<file path="src/rtl/tm_input_conditioner.sv">
// Turing-machine front panel input conditioner: synchronizes the raw switches and buttons and queues Next entries in a FIFO.
// Optional button debounce is enabled by defining TM_INPUT_DEBOUNCE_EN.

module tm_btn_cond #(
  parameter int D = 2
) (
  input  logic clock,
  input  logic reset,
  input  logic btn,
  output logic evt
);
  logic s1, s2, deb, deb_q;

  always_ff @(posedge clock or negedge reset) begin
    if (!reset) begin
      s1    <= 1'b0;
      s2    <= 1'b0;
      deb_q <= 1'b0;
      evt   <= 1'b0;
    end else begin
      s1    <= btn;
      s2    <= s1;
      deb_q <= deb;
      evt   <= deb & ~deb_q;
    end
  end

  generate
    if (D > 0) begin : g_deb
      localparam int CW = $clog2(D + 1);
      logic [CW-1:0] cnt;
      logic          lvl;

      // Any cycle where the synchronized level agrees with the accepted level restarts the count.
      always_ff @(posedge clock or negedge reset) begin
        if (!reset) begin
          lvl <= 1'b0;
          cnt <= '0;
        end else if (s2 == lvl) begin
          cnt <= '0;
        end else if (cnt == CW'(D - 1)) begin
          lvl <= s2;
          cnt <= '0;
        end else begin
          cnt <= cnt + CW'(1);
        end
      end
      assign deb = lvl;
    end else begin : g_nodeb
      assign deb = s2;
    end
  endgenerate
endmodule

module tm_input_conditioner #(
  parameter int DATA_W          = 6,
  parameter int DEBOUNCE_CYCLES = 2,
  parameter int FIFO_DEPTH      = 4
) (
  input  logic                          clock,
  input  logic                          reset,
  input  logic                          next_btn,
  input  logic                          done_btn,
  input  logic [DATA_W-1:0]             input_data,
  output logic [DATA_W-1:0]             entry_data,
  output logic                          entry_valid,
  input  logic                          entry_ready,
  output logic                          done_pulse,
  output logic                          overflow,
  output logic [$clog2(FIFO_DEPTH):0]   fifo_count
);
`ifdef TM_INPUT_DEBOUNCE_EN
  localparam bit DEB_EN = 1'b1;
`else
  localparam bit DEB_EN = 1'b0;
`endif
  localparam int DEB_D = DEB_EN ? DEBOUNCE_CYCLES : 0;
  localparam int AW    = $clog2(FIFO_DEPTH);
  localparam int CW    = AW + 1;

  logic [1:0]        btn_raw, btn_evt;
  logic [DATA_W-1:0] d_s1, d_s2;
  logic [DATA_W-1:0] mem [FIFO_DEPTH];
  logic [AW-1:0]     wr_ptr, rd_ptr;
  logic [CW-1:0]     count;
  logic              done_pending;
  logic              push, pop, full, wr_en;

  assign btn_raw = {done_btn, next_btn};

  generate
    for (genvar i = 0; i < 2; i++) begin : g_btn
      tm_btn_cond #(.D(DEB_D)) u_btn (
        .clock (clock),
        .reset (reset),
        .btn   (btn_raw[i]),
        .evt   (btn_evt[i])
      );
    end
  endgenerate

  always_ff @(posedge clock or negedge reset) begin
    if (!reset) begin
      d_s1 <= '0;
      d_s2 <= '0;
    end else begin
      d_s1 <= input_data;
      d_s2 <= d_s1;
    end
  end

  assign push  = btn_evt[0];
  assign full  = (count == CW'(FIFO_DEPTH));
  assign pop   = entry_valid & entry_ready;
  // A push into a full FIFO still lands when the head leaves in the same cycle.
  assign wr_en = push & (~full | pop);

  always_ff @(posedge clock) begin
    if (wr_en) mem[wr_ptr] <= d_s2;
  end

  always_ff @(posedge clock or negedge reset) begin
    if (!reset) begin
      wr_ptr       <= '0;
      rd_ptr       <= '0;
      count        <= '0;
      overflow     <= 1'b0;
      done_pending <= 1'b0;
    end else begin
      if (wr_en) wr_ptr <= wr_ptr + AW'(1);
      if (pop)   rd_ptr <= rd_ptr + AW'(1);
      case ({wr_en, pop})
        2'b10:   count <= count + CW'(1);
        2'b01:   count <= count - CW'(1);
        default: count <= count;
      endcase
      if (push & full & ~pop) overflow <= 1'b1;
      // A Done arriving while one is already pending (even on its pulse cycle) is absorbed.
      done_pending <= done_pulse ? 1'b0 : (done_pending | btn_evt[1]);
    end
  end

  assign entry_valid = (count != '0);
  assign entry_data  = entry_valid ? mem[rd_ptr] : '0;
  assign done_pulse  = done_pending & ~entry_valid & ~push;
  assign fifo_count  = count;
endmodule

</file>
<file path="config.mk">
export PLATFORM = sky130hd
export DESIGN_NAME = tm_input_conditioner
export DESIGN_NICKNAME = d
export VERILOG_FILES = /design/src/rtl/tm_input_conditioner.sv
export SDC_FILE = /design/constraint.sdc
export NUM_CORES = 1
export LEC_CHECK = 0
export ABC_AREA = 1
export BUFFER_PORTS_ARGS = -buffer_cell sky130_fd_sc_hd__buf_4
export CORE_MARGIN = 4
export CORE_UTILIZATION = 25
export CTS_CLUSTER_SIZE = 25
export DETAILED_ROUTE_END_ITERATION = 8
export HOLD_SLACK_MARGIN = 0.12
export PLACE_DENSITY = 0.41
export SLEW_MARGIN = 20
export SYNTH_ARGS = -nofsm -noshare
export SYNTH_HDL_FRONTEND = slang
export SYNTH_SLANG_ARGS = --single-unit
export TNS_END_PERCENT = 10
</file>
<file path="constraint.sdc">
create_clock -name clock -period 1.79 [get_ports clock]
set_input_delay 0.179 -clock clock [delete_from_list [all_inputs] [get_ports clock]]
set_output_delay 0.179 -clock clock [all_outputs]
set_load 0.02 [all_outputs]
</file>
Word-level counts from Yosys, hierarchy flattened
Memory sizes are Yosys's and may differ from the RTL's.
Index checks and enable logic that the tools add are counted.
{ "op_classes": {"add_sub_neg": 4, "n_eq_ne": 3, "n_mux": 5, "bitwise": 16, "n_reduce_logical": 2} }
{ "op_table": {"columns": ["cell", "n"], "rows": [
  ["bitwise AND 1 bit", 8],
  ["two-way mux 6 bit", 1],
  ["NOT 1 bit", 6],
  ["one-hot mux 3 bit (2 select lines)", 1],
  ["adder 2 x 1 -> 2 bit (second input constant)", 2],
  ["adder 3 x 1 -> 3 bit (second input constant)", 1],
  ["== test 3 bit (second input constant)", 1],
  ["two-way mux 1 bit", 3],
  ["nonzero test 3 bit", 1],
  ["subtractor 3 x 1 -> 3 bit (second input constant)", 1],
  ["== test 2 x 1 -> 1 bit (second input constant)", 1],
  ["== test 2 bit (second input constant)", 1],
  ["OR 1 bit", 2],
  ["nonzero test 2 bit", 1]
]} }
{ "totals": {"reg_bits": 29, "mem_bits_rw": 24, "wordCells": 46, "n_memories": 1} }
{ "mem_list": {"columns": ["name", "depth", "width", "read_ports", "rd_clocked_by_memory_dff", "wr", "line_no", "source"], "rows": [
  ["mem", 4, 6, 1, 0, 1, "83", "logic [DATA_W-1:0] mem [FIFO_DEPTH];"]
]} }

Logic depth before layout (Yosys ltp)
{ "depth": {"depth_word": 6, "ltp_mapped": 9} }

Hierarchy
From an unflattened synthesis, not the netlist that was laid out.
{ "unflattened": {"hier_cells": 158, "area_unflattened_um2": 2000.7} }
{ "by_module_without_submodules": {"columns": ["mod", "instances", "cells_per_inst", "area_each_um2", "seq_area_each_um2"], "rows": [
  ["tm_input_conditioner", 1, 146, 1780.5, 1246.2],
  ["tm_btn_cond", 2, 6, 110.1, 100.1]
]} }

Worst setup path before layout
Ideal clock, no wire load.
{ "synth_timing": {"path_type": "reg-to-reg", "from": "register count[2] (netlist: fifo_count[2])", "to": "register count[2] (netlist: fifo_count[2])", "setup_ps": 63, "arrival_time_ps": 1574, "t_required_ps": 1727, "path_slack_ps": 153, "path_stages_with_launch": 10, "path_buffers": 0, "period_less_slack_ps": 1637, "path_cell_list": "dfrtp_1 -> inv_1 -> nand2_4 -> nand3_2 -> fa_1 -> inv_1 -> nand4_1 -> nand3_1 -> nand2_1 -> inv_1"} }
{ "synth_between": {"elab_chain_len": 6} }
{ "synth_rtl": {"columns": ["element", "line_no", "source"], "rows": [
  ["start, declared", "85", "logic [CW-1:0] count;"],
  ["start signal, assigned", "133", "2'b10: count <= count + CW'(1);"],
  ["start signal, assigned", "134", "2'b01: count <= count - CW'(1);"],
  ["start signal, assigned", "135", "default: count <= count;"],
  ["nonzero test 3 bit *", "143", "assign entry_valid = (count != '0);"],
  ["net entry_valid", "66", "output logic entry_valid,"],
  ["bitwise AND 1 bit *", "114", "assign pop = entry_valid & entry_ready;"],
  ["OR 1 bit", "116", "assign wr_en = push & (~full | pop);"],
  ["bitwise AND 1 bit", "116", null],
  ["== test 2 x 1 -> 1 bit / == test 2 bit (equally long branches)", "132", "case ({wr_en, pop})"],
  ["one-hot mux 3 bit (2 select lines) / nonzero test 2 bit (equally long branches)", null, null]
]} }
Mark *: on every way through the listed nets, which the timed path passes. The rest lies on a longest branch.
A chain may end at the register's enable or synchronous reset.

Final worst setup path
{ "layout_timing": {"from": "register rd_ptr[0]", "to": "output entry_data[5]"} }
{ "layout_between": {"elab_chain_len": 2} }
{ "layout_rtl": {"columns": ["element", "line_no", "source"], "rows": [
  ["start, declared", "84", "logic [AW-1:0] wr_ptr, rd_ptr;"],
  ["start signal, assigned", "131", "if (pop) rd_ptr <= rd_ptr + AW'(1);"],
  ["memory read (4 x 6 bit)", null, null],
  ["two-way mux 6 bit", "144", "assign entry_data = entry_valid ? mem[rd_ptr] : '0;"],
  ["end, declared", "65", "output logic [DATA_W-1:0] entry_data,"]
]} }
Every way passes these cells.

==> impl_metrics.csv <==
group,metric,value,unit
placed_design,pre_cts_slack,184,ps
power,p_leak,1.05,nW
cts,cts_sinks,53,
synthesis,yosysSeqAreaShare,72.4,%
cts,cts_buffers,5,
sta,period_needed,1680,ps
die,start_util,25.8,%
sta,grt_setup_unrepaired,"false",
synthesis,syn_area_per_cell,12.6,um^2
synthesis,yosys.area.top_type_share,36.3,%
synthesis,synth_cell_types,22,
cts,cts_tree,"yes",
finish,insertedDiodeCount,0,
die,fp.dieH,97.4,um
synthesis,muxShareOfSynthArea,0,%
finish,area_delta_synth_final,24.7,%
routing,wl_met1,1.65,mm
routing,route.met3.wl,125,um
routing,totalWireLength,3.41,mm
cts,post-cts-setup-buffers,0,
critical_path,crit_fanout,14,
sta,max_slew_margin,75.6,%
routing,drtPass1Iterations,4,
job,drv_cap,0,
critical_path,end_kind,"output pin",
power,finalPower,0.00368,W
critical_path,cpPeakStageDelay,510,ps
global_routing,antenna_found_initial,0,
sta,hold_violations,0,
die,design.core.area,7730,um^2
cts,cts_buffer_depth,2,
global_routing,grt_pass1_vias,1208,
placed_design,dpl.hpwl,2.38,mm
synthesis,synth_nets,175,
synthesis,synth_xor_area_share,1.32,%
synthesis,ys_ff_latch,53,
cts,clock_latency,300,ps
routing,dr.max_layer_used,"met4",
sta,finalSetupViolCount,0,
sta,max_freq,595,MHz
die,die_area,9480,um^2
global_routing,gr-total-overflow,0,
finish,drive_above_1_share,22.5,%
global_routing,grt_max_degree,30,
cts,htree_levels,2,
routing,route.met2.wl,1.59,mm
critical_path,slowest_stage,"dfrtp_2",
routing,vias,1147,
global_routing,grt_pass1_wl,5.89,mm
synthesis,synth-simple-area-share,12.8,%
finish,fillers,773,
die,die_width,97.4,um
synthesis,synth_top_area_cell,"dfrtp_1",
sta,worst_slack,109,ps
sta,fin_worst_skew,4.83,ps
routing,antenna_left,0,
sta,period_share,93.9,%
routing,via_per_inst,3.80,
sta,tightest_slew,366,ps
routing,initialDrtViolationCount,52,
finish,post-route-util,32.2,%
die,io_pins,23,
sta,slew_violations,0,
placed_design,gp_congestion,0.771,
critical_path,arrival,1500,ps
critical_path,crit_chain,"inv_2 > o21ai_0 > a21oi_1 > buf_4",
routing,drc,0,
global_routing,grt_usage,7.74,%
min_path,worstHoldPathType,"in -> reg",
critical_path,path_buf_inv,2,
synthesis,yosys_warnings,0,
cts,clk_pin_slew,100,ps
critical_path,path_delay_family,"flip-flops",
synthesis,synthTopCellsByArea,"dfrtp_1 36%, edfxtp_1 36%, nor2_1 6.8%",
synthesis,syn_area,2000,um^2
finish,final_nets,215,
die,core.rowCount,32,
routing,routedWlPerCell,11.3,um
placed_design,port_buffers,22,
critical_path,critical_path.startpoint_type,"flop",
synthesis,synth-adder-area-share,3.51,%
cts,root_buffer,"clkbuf_8",
sta,setup_tns,0,ps
synthesis,synth_top_family_by_area,"simple AND/OR/NAND/NOR gates",
synthesis,synth_cells,159,
critical_path,critPathRequiredTime,1610,ps
critical_path,path_class,"reg -> out",
synthesis,synth_compound_area_share,5.64,%
power,ir_drop,0.310,mV
status,status,"finished, final reports clean",
critical_path,reg2reg_slack,170,ps
power,power_per_cell_area,1480,nW/um^2
## routing by layer
metal	up-vias	global-route usage (%)
met1	532	10.0
met2	20	12.1
li1	593	-
met5	-	0
met3	2	1.87
met4	0	3.83
## power by group
| part | switching, W | internal [W] | leakage, nW | total, W |
|---|---|---|---|---|
| Sequential | 0.000161 | 0.00146 | 0.555 | 0.00162 |
| Combinational | 0.000821 | 0.000560 | 0.458 | 0.00138 |
| Clock | 0.000400 | 0.000277 | 0.0407 | 0.000677 |
## state kept, by name (all words and copies together), names as in the netlist, 2 cells and up
| signal | flops |
|---|---|
| mem | 24 |
| d_s1 | 6 |
| d_s2 | 6 |
| fifo_count | 3 |
| g_btn.u_btn.deb | 2 |
| g_btn.u_btn.deb_q | 2 |
| g_btn.u_btn.evt | 2 |
| g_btn.u_btn.s1 | 2 |
| rd_ptr | 2 |
| wr_ptr | 2 |
## layout make-up
type                    count  area, um^2  share of cell area (%)
flip-flops and latches     53        1450                    58.1
multi-input cells          85         465                    18.7
repair buffers             36         293                    11.8
well taps                 102         128                    5.12
clock buffers               5        68.8                    2.76
inverters                  18        67.6                    2.71
clock inverters             3        21.3                   0.854
## synth_stat cells
cell type	number
nor2_1	36
dfrtp_1	29
edfxtp_1	24
inv_1	17
o21ai_1	11
a21oi_1	8
nand2_1	7
ha_1	4
xor2_1	3
buf_2	2
nand2_2	2
nand2_4	2
nand3_1	2
nand3_2	2
nand4_1	2
o21ai_0	2
buf_4	1
fa_1	1
inv_2	1
nor2_2	1
nor2_4	1
o21bai_1	1
## worst paths after layout
check / depth (start not counted) / start / end
worst min-delay path: 3 / entry_ready / rd_ptr[0]
worst max register to register: 9 / fifo_count[0] / fifo_count[2]
worst min register to register: 0 / d_s1[1] / d_s2[1]
max in group asynchronous: 2 / reset / rd_ptr[0]
worst max-delay path: 4 / rd_ptr[0] / entry_data[5]
min in group asynchronous: 2 / reset / g_btn[1].u_btn.deb_q
## tightest hold or removal path: stages
cell and delay [ps]:
buf_4 130, a21oi_1 70, nor2_1 80
## what timing repair did
action	4_1_cts	5_1_grt
endpoints found under the setup margin	0	6
endpoints found under the hold margin	37	0
hold buffers	9	0
resized for setup	0	1
## cell usage in the layout, fill, tap and decap left out, types with 2 or more instances in the layout
cell type      instances
buf_4                 27
edfxtp_1              24
nand4_1                2
dlygate4sd3_1          9
nand2_4                2
clkbuf_8               5
inv_1                 17
nor2_1                36
dfrtp_1               28
nand3_1                2
o21ai_1               11
nand2_2                2
a21oi_1                8
ha_1                   4
xor2_1                 3
nand2_1                7
nand3_2                2
o21ai_0                2
## through the flow
step | area [um^2] | cells | hold WS (ps)
after global routing | 2490 | 302 | 196
after detailed placement | 2310 | 285 | 127
after CTS | 2490 | 302 | 181
after global placement | 2310 | 285 | 132
after floorplan | 2000 | 159 | -117
final | 2490 | 302 | 189
## logic make-up after synthesis
group / Yosys count
and+or+nand+nor: 55
xor gates and xnor gates: 3
buffers and inverters: 21
DFF: 53
adders and majority gates: 5
AOI/OAI and AO/OA: 22
No activity file was read; power rests on OpenSTA's default activity.
